**config.mk**
```make
export PLATFORM = sky130hd
export DESIGN_NAME = instr_fetch_unit_flat
export DESIGN_NICKNAME = d
export VERILOG_FILES = /design/src/rtl/instr_fetch_unit_if.sv /design/src/rtl/instr_fetch_unit.sv /design/src/flat_wrapper.sv
export SDC_FILE = /design/constraint.sdc
export NUM_CORES = 1
export LEC_CHECK = 0
export CAP_MARGIN = 10
export CELL_PAD_IN_SITES_DETAIL_PLACEMENT = 0
export CELL_PAD_IN_SITES_GLOBAL_PLACEMENT = 1
export CORE_ASPECT_RATIO = 1.25
export CORE_UTILIZATION = 34
export CTS_CLUSTER_SIZE = 10
export DETAILED_ROUTE_END_ITERATION = 16
export PLACE_DENSITY_LB_ADDON = 0.15
export SLEW_MARGIN = 15
export SYNTH_ARGS = -nofsm -noshare
export SYNTH_HDL_FRONTEND = slang
export SYNTH_SLANG_ARGS = --single-unit
export TNS_END_PERCENT = 20
```
**constraint.sdc**
```tcl
create_clock -name clock -period 2.7 [get_ports clock]
set_input_delay 0.81 -clock clock [delete_from_list [all_inputs] [get_ports clock]]
set_output_delay 0.81 -clock clock [all_outputs]
set_load 0.01 [all_outputs]
```
**src/rtl/instr_fetch_unit_if.sv**
```systemverilog
// Memory read bus between the instruction fetch unit and instruction memory.
// Handshake: the fetch unit holds mem_rd=1 with a stable mem_addr for as long
// as it wants a byte; the memory answers with mem_ready=1 and mem_data in the
// cycle the byte is valid. A byte transfers in any cycle where mem_rd and
// mem_ready are both 1. mem_ready while mem_rd=0 carries no meaning.
interface instr_fetch_unit_if;
    logic       mem_rd;
    logic [7:0] mem_addr;
    logic [7:0] mem_data;
    logic       mem_ready;

    modport master (output mem_rd, output mem_addr, input mem_data, input mem_ready);
    modport slave  (input mem_rd, input mem_addr, output mem_data, output mem_ready);
endinterface

```
**src/rtl/instr_fetch_unit.sv**
```systemverilog
// Instruction fetch unit: on start, reads a 16-bit instruction as two bytes
// (low byte at PC, high byte at PC+1), steering the instruction register and
// PC register with one-cycle strobes per accepted byte. A byte that waits
// TIMEOUT cycles without mem_ready aborts the fetch with a one-cycle err.
module instr_fetch_unit #(
    parameter int TIMEOUT = 15
) (
    input  logic                       clock,
    input  logic                       reset_n,
    input  logic                       start,
    input  logic [7:0]                 PC_in,
    instr_fetch_unit_if.master         mem,
    output logic                       IR_enable,
    output logic [1:0]                 IR_select,
    output logic                       IR_LH,
    output logic                       PC_enable,
    output logic [1:0]                 PC_select,
    output logic                       busy,
    output logic                       done,
    output logic                       err,
    output logic [15:0]                instr,
    output logic [2:0]                 state_dbg
);

    typedef enum logic [2:0] {
        IDLE   = 3'd0,
        REQ_LO = 3'd1,
        REQ_HI = 3'd2,
        DONE   = 3'd3,
        ABORT  = 3'd4
    } state_t;

    // Wait count at which a still-missing byte gives up.
    localparam logic [3:0] LAST_WAIT = 4'(TIMEOUT - 1);

    state_t      state_q, state_d;
    logic [7:0]  addr_q, addr_d;
    logic [3:0]  wait_q, wait_d;
    logic [15:0] instr_q, instr_d;

    // State, latched address, wait counter and instruction copy.
    always_ff @(posedge clock or negedge reset_n) begin
        if (!reset_n) begin
            state_q <= IDLE;
            addr_q  <= 8'h00;
            wait_q  <= 4'h0;
            instr_q <= 16'h0000;
        end else begin
            state_q <= state_d;
            addr_q  <= addr_d;
            wait_q  <= wait_d;
            instr_q <= instr_d;
        end
    end

    // Next-state logic plus all outputs; a mem_ready on the timeout cycle
    // still accepts the byte because it is tested before the timeout.
    always_comb begin
        state_d      = state_q;
        addr_d       = addr_q;
        wait_d       = wait_q;
        instr_d      = instr_q;
        mem.mem_rd   = 1'b0;
        mem.mem_addr = 8'h00;
        IR_enable    = 1'b0;
        IR_select    = 2'b00;
        IR_LH        = 1'b0;
        PC_enable    = 1'b0;
        PC_select    = 2'b00;
        busy         = 1'b0;
        done         = 1'b0;
        err          = 1'b0;

        case (state_q)
            IDLE: begin
                if (start) begin
                    addr_d  = PC_in;
                    wait_d  = 4'h0;
                    state_d = REQ_LO;
                end
            end
            REQ_LO: begin
                mem.mem_rd   = 1'b1;
                mem.mem_addr = addr_q;
                busy         = 1'b1;
                if (mem.mem_ready) begin
                    IR_enable     = 1'b1;
                    IR_select     = 2'b01;
                    IR_LH         = 1'b0;
                    PC_enable     = 1'b1;
                    PC_select     = 2'b11;
                    instr_d[7:0]  = mem.mem_data;
                    wait_d        = 4'h0;
                    state_d       = REQ_HI;
                end else if (wait_q == LAST_WAIT) begin
                    wait_d  = 4'h0;
                    state_d = ABORT;
                end else begin
                    wait_d = wait_q + 4'd1;
                end
            end
            REQ_HI: begin
                mem.mem_rd   = 1'b1;
                mem.mem_addr = addr_q + 8'd1;
                busy         = 1'b1;
                if (mem.mem_ready) begin
                    IR_enable     = 1'b1;
                    IR_select     = 2'b01;
                    IR_LH         = 1'b1;
                    PC_enable     = 1'b1;
                    PC_select     = 2'b11;
                    instr_d[15:8] = mem.mem_data;
                    wait_d        = 4'h0;
                    state_d       = DONE;
                end else if (wait_q == LAST_WAIT) begin
                    wait_d  = 4'h0;
                    state_d = ABORT;
                end else begin
                    wait_d = wait_q + 4'd1;
                end
            end
            DONE: begin
                done    = 1'b1;
                state_d = IDLE;
            end
            ABORT: begin
                err     = 1'b1;
                state_d = IDLE;
            end
            default: begin
                state_d = IDLE;
            end
        endcase
    end

    assign instr     = instr_q;
    assign state_dbg = state_q;

endmodule

```
**src/flat_wrapper.sv**
```systemverilog
// flat-port wrapper written by rule: the top's interface ports become plain ports
module instr_fetch_unit_flat 
#(
    parameter int TIMEOUT = 15
)
  (clock, reset_n, start, PC_in, IR_enable, IR_select, IR_LH, PC_enable, PC_select, busy, done, err, instr, state_dbg, mem_mem_rd, mem_mem_addr, mem_mem_data, mem_mem_ready);
  instr_fetch_unit_if mem_i ();
  input  logic clock;
  input  logic reset_n;
  input  logic start;
  input  logic [7:0] PC_in;
  output logic IR_enable;
  output logic [1:0] IR_select;
  output logic IR_LH;
  output logic PC_enable;
  output logic [1:0] PC_select;
  output logic busy;
  output logic done;
  output logic err;
  output logic [15:0] instr;
  output logic [2:0] state_dbg;
  output wire logic [$bits(mem_i.mem_rd)-1:0] mem_mem_rd;
  output wire logic [$bits(mem_i.mem_addr)-1:0] mem_mem_addr;
  input wire logic [$bits(mem_i.mem_data)-1:0] mem_mem_data;
  input wire logic [$bits(mem_i.mem_ready)-1:0] mem_mem_ready;
  assign mem_mem_rd = mem_i.mem_rd;
  assign mem_mem_addr = mem_i.mem_addr;
  assign mem_i.mem_data = mem_mem_data;
  assign mem_i.mem_ready = mem_mem_ready;
  instr_fetch_unit #(.TIMEOUT(TIMEOUT)) u_core (.clock(clock), .reset_n(reset_n), .start(start), .PC_in(PC_in), .mem(mem_i), .IR_enable(IR_enable), .IR_select(IR_select), .IR_LH(IR_LH), .PC_enable(PC_enable), .PC_select(PC_select), .busy(busy), .done(done), .err(err), .instr(instr), .state_dbg(state_dbg));
endmodule
```
# After elaboration in Yosys (flattened, before gate mapping)
# Cells that the tools add are included.
# totals
ff_bits	31
latch_bits	0
mem_bits_rw	0
mem_bits_ro	0
in_bits	20
out_inout_bits	38
elab_cells	40
n_memories	0
# classes
addsub	2
multipliers	0
n_div	0
magnitude_cmp	0
eq_ne	6
n_shift	0
mux	20
bitwise_logic	0
reduce_logical	7
# op_table
operator	n
one-hot mux 8 bit (2 select lines)	1
2-to-1 mux 3 bit	4
2-to-1 mux 4 bit	3
one-hot mux 3 bit (3 select lines)	1
adder 8 x 1 -> 8 bit (second input constant)	1
one-hot mux 4 bit (2 select lines)	1
AND reduction 2 bit	4
2-to-1 mux 1 bit	7
== test 3 x 2 -> 1 bit (second input constant)	2
2-to-1 mux 2 bit	3
adder 4 x 1 -> 4 bit (second input constant)	1
== test 4 bit (second input constant)	1
== test 3 x 1 -> 1 bit (second input constant)	1
== test 3 bit (second input constant)	1
zero test 3 bit	1
!= test 2 bit (second input constant)	1
nonzero test 2 bit	1
OR reduction 2 bit	1

# Depth between registers and ports, before layout
# logic_depth
depth_word	4
ltp_mapped	6
mapped_depth_nobuf	5

# Least setup slack after synthesis
# Ideal clock, no wire load.
# synth_path
kind	input-to-output
start	in mem_mem_ready
end	out IR_select[0]
arrival_ns	1.724
required_time_ns	1.890
slack_ns	0.166
cell_stages	4
path_buffers	2
cell_sequence	and4bb_2 > buf_2 > or2_2 > buf_4
# synth_via
elab_chain_len	2
# synth_lines
element	line_no	rtl
start: declaration	flat_wrapper.sv:25	input wire logic [$bits(mem_i.mem_ready)-1:0] mem_mem_ready;
2-to-1 mux 1 bit	instr_fetch_unit.sv:86, instr_fetch_unit.sv:106	
2-to-1 mux 2 bit	--	
end: declaration	flat_wrapper.sv:13	output logic [1:0] IR_select;
# No other way between the ends.

# Final worst setup path
# layout_path
start	reg u_core.state_q[0] (netlist: u_core.state_dbg[0])
end	out mem_mem_addr[5]
# layout_via
elab_chain_len	2
elab_cells_between_ends	3
cone_classes	eq/ne (2); mux (1)
# layout_lines
element	line_no	rtl
start: declaration	instr_fetch_unit.sv:36	state_t state_q, state_d;
start signal: assignment	instr_fetch_unit.sv:49	state_q <= state_d;
== test 3 x 2 -> 1 bit or == test 3 x 1 -> 1 bit (tied branches)	instr_fetch_unit.sv:74	case (state_q)
one-hot mux 8 bit (2 select lines) (*)	instr_fetch_unit.sv:74	
end: declaration	flat_wrapper.sv:23	output wire logic [$bits(mem_i.mem_addr)-1:0] mem_mem_addr;
# Every way passes the cells marked *; elsewhere a longest branch is shown, timed or not.

==> flow_metrics.env <==
export IMPL_status="complete, no violations"
export IMPL_core_area_um2=4730
export IMPL_dp_final_hpwl_um=3130
export IMPL_grt_overflow_total=0
export IMPL_worstPathMaxFanout=5
export IMPL_critical_path_class="reg -> out"
export IMPL_synth_top_cells_by_count="sky130_fd_sc_hd__dfrtp_1 (31), sky130_fd_sc_hd__mux2_2 (24), sky130_fd_sc_hd__nand3_1 (10)"
export IMPL_p_per_area_nw_per_um2=1110
export IMPL_grt_start_max_net_pins=32
export IMPL_timing_fmax_mhz=374
export IMPL_leakage_nw=1.13
export IMPL_post_route_worst_setup_slack_ns=0.0275
export IMPL_setup_worst_path_start_class="register"
export IMPL_cp_num_cells=4
export IMPL_layout_core_utilization_pct=52.6
export IMPL_cts_sinks=31
export IMPL_worstPathArrival_ns=1.86
export IMPL_route_detailed_vias_per_inst=5.20
export IMPL_netlist_cell_types=41
export IMPL_postSynth_topFlopCell="sky130_fd_sc_hd__dfrtp_1"
export IMPL_cts_root_to_sink_buffers=2
export IMPL_rows=28
export IMPL_cts_root_buf="sky130_fd_sc_hd__clkbuf_8"
export IMPL_post_synth_main_area_contributors="sky130_fd_sc_hd__dfrtp_1 (47%), sky130_fd_sc_hd__mux2_2 (16%), sky130_fd_sc_hd__buf_4 (3.2%), sky130_fd_sc_hd__nand3_1 (3.0%), sky130_fd_sc_hd__ha_1 (2.3%)"
export IMPL_routed_wirelength_normalized_by_instance_count_um=15.0
export IMPL_globalplace_congestion=0.883
export IMPL_die_w_um=64.6
export IMPL_critical_path_buffer_and_inverter_count=1
export IMPL_whs_ns=0.505
export IMPL_grt_pass1_vias=1494
export IMPL_cts_htree_levels=2
export IMPL_most_used_standard_cell_by_instance_count_after_synthesis="sky130_fd_sc_hd__dfrtp_1"
export IMPL_final_layout_size_suffix_gt1_share_pct=29.0
export IMPL_synth_yosys_seq_area_share_pct=46.6
export IMPL_synth_ff_latch_count=31
export IMPL_cts_hold_buffers_added=0
export IMPL_synth_edff_count=0
export IMPL_n_fill_cell=457
export IMPL_reg2regPathDepth=5
export IMPL_grt_met1_usage_pct=18.9
export IMPL_routed_via_count=1426
export IMPL_yosys_warnings=0
export IMPL_ys_async_sr_fraction_pct=100
export IMPL_peakVddDrop_uv=545
export IMPL_timing_critical_path_max_delay_family="simple AND/OR/NAND/NOR gates"
export IMPL_drv_cap=0
export IMPL_grt_total_usage_pct=17.6
export IMPL_hold_path_depth=1
export IMPL_setup_violations_final=0
export IMPL_timing_critical_path_to_type="primary output"
export IMPL_num_io_pins=58
export IMPL_fp_dieH_um=80.2
export IMPL_drt_total_wl_um=4110
export IMPL_cts_tree="yes"
export IMPL_share_of_yosys_cell_area_claimed_by_the_top_area_cell_type_pct=46.6
export IMPL_antenna_found_initial=0
export IMPL_cts_setup_buffers=0
export IMPL_drt_antenna_violating_nets=0
export IMPL_grt_met2_usage_pct=31.6
export IMPL_crit_path_cell_trace="nand2b_1 > or4_1 > a21oi_1 > dlygate4sd2_1"
export IMPL_average_cell_area_after_synthesis_um2=11.3
export IMPL_totalNegativeSetupSlack_ns=0
export IMPL_slew_violations=0
export IMPL_syn_to_final_growth_pct=49.5
export IMPL_syn_cell_area_um2=1660
export IMPL_cp_data_required_time_ns=1.89
export IMPL_cp_slowest_stage_delay_ns=0.51
export IMPL_synth_largest_area_cell="sky130_fd_sc_hd__dfrtp_1"
export IMPL_dp_worst_setup_slack_ns=-0.492
export IMPL_min_period_ns=2.67
export IMPL_floorplan_initialDensity_pct=35.2
export IMPL_placement_io_buffers=56
export IMPL_grt_busiest_layer="met2"
export IMPL_cts_buffers_inserted=5
export IMPL_synth_nets=170
export IMPL_num_nets_final=236
export IMPL_cts_clk_slew_worst_paths_ns=0.06
export IMPL_insertion_delay_ns=0.28
export IMPL_critPathSlowestCell="sky130_fd_sc_hd__or4_1"
export IMPL_grt_met3_usage_pct=5.40
export IMPL_period_share_pct=99.0
export IMPL_global_route_wire_length_before_repair_um=6870
export IMPL_drc=0
export IMPL_design_die_area_um2=5180
export IMPL_grt_setup_unrepaired="true"
export IMPL_skew_ns=0.00647
export IMPL_syn_instance_count=147
export IMPL_detailedRoute_firstIterationViolations=69
export IMPL_insertedDiodeCount=0
export IMPL_timing_final_hold_violations=0
export IMPL_first_pass_iters=4
export IMPL_min_path_type="reg -> reg"
-- layout make-up --
cell class                      count  area, um^2  area share (%)
Timing Repair Buffer               74         713            28.7
Inverter                            6        26.3            1.06
Clock buffer                        7        96.3            3.87
Multi-Input combinational cell     95         791            31.8
Sequential cell                    31         778            31.3
Clock inverter                      1        7.51           0.302
Tap cell                           60        75.1            3.02
-- cells in the final DEF (no fill, tap or decap), types with 3 or more instances in the layout --
cell,instances
sky130_fd_sc_hd__and3_1,3
sky130_fd_sc_hd__buf_4,16
sky130_fd_sc_hd__clkbuf_8,7
sky130_fd_sc_hd__clkdlybuf4s15_1,4
sky130_fd_sc_hd__clkdlybuf4s50_1,39
sky130_fd_sc_hd__dfrtp_1,29
sky130_fd_sc_hd__dlygate4sd2_1,6
sky130_fd_sc_hd__dlymetal6s2s_1,5
sky130_fd_sc_hd__inv_1,5
sky130_fd_sc_hd__mux2_2,24
sky130_fd_sc_hd__nand2_1,6
sky130_fd_sc_hd__nand3_1,10
sky130_fd_sc_hd__nand4_1,3
sky130_fd_sc_hd__nor2_1,6
sky130_fd_sc_hd__nor3_1,3
sky130_fd_sc_hd__xor2_1,3
-- flip-flops by register name (all words and copies together) (netlist names) --
register / flops
u_core.state_dbg: 3
u_core.wait_q: 4
u_core.instr: 16
u_core.addr_q: 8
-- report_power, final --
group	total [mW]	internal, mW	switching (mW)	leakage, nW
clock	0.403	0.232	0.171	0.0505
combinational	1.53	0.878	0.648	0.700
sequential	0.844	0.679	0.165	0.376
-- cells by family after synthesis --
group	share of synthesized area [%]
and+or+nand+nor	15.7
DFF	46.6
muxes	17.4
adders and majority gates	2.26
other	0.225
xor gates and xnor gates	2.11
buffers and inverters	7.44
AOI/OAI and AO/OA	8.20
-- metrics by stage --
stage	total power, mW	area [um^2]	std cells
final	2.77	2490	274
after global routing	2.98	2490	274
after CTS	2.80	2460	274
after detailed placement	2.40	2330	266
after global placement	2.35	2330	266
after floorplan	1.63	1660	147
-- worst register-to-register path: cells and delay by family (launching register included) --
kind | cells | cell delay (ns)
buffers and inverters | 2 | 0.35
flip-flops | 1 | 0.44
multiplexers | 1 | 0.35
AND/OR/NAND/NOR | 2 | 0.34
-- final timing paths --
kind	startpoint	endpoint	slack (ns)
max	u_core.state_dbg[0]$_DFFE_PN0P_	mem_mem_addr[5]	0.03
min	u_core.instr[10]$_DFFE_PN0P_	u_core.instr[10]$_DFFE_PN0P_	0.50
max reg2reg	u_core.state_dbg[1]$_DFFE_PN0P_	u_core.instr[7]$_DFFE_PN0P_	1.11
min reg2reg	u_core.instr[10]$_DFFE_PN0P_	u_core.instr[10]$_DFFE_PN0P_	0.50
max in group asynchronous	reset_n	u_core.addr_q[2]$_DFFE_PN0P_	1.47
min in group asynchronous	reset_n	u_core.instr[3]$_DFFE_PN0P_	0.91
-- metal layers --
layer  part of all wire (%)  wire length, um  vias up
li1                       -                -      660
met1                     39             1580      717
met2                     54             2220       43
met3                    5.9              241        6
met4                    1.7               68        0
met5                      0                0        -
-- timing repair --
item                                    in CTS  in global routing
endpoints found under the setup margin      14                 13
pin swaps                                    1                  0
resized for setup                           22                 15
cloned                                       0                  0
(Power assumes the default switching activity.)
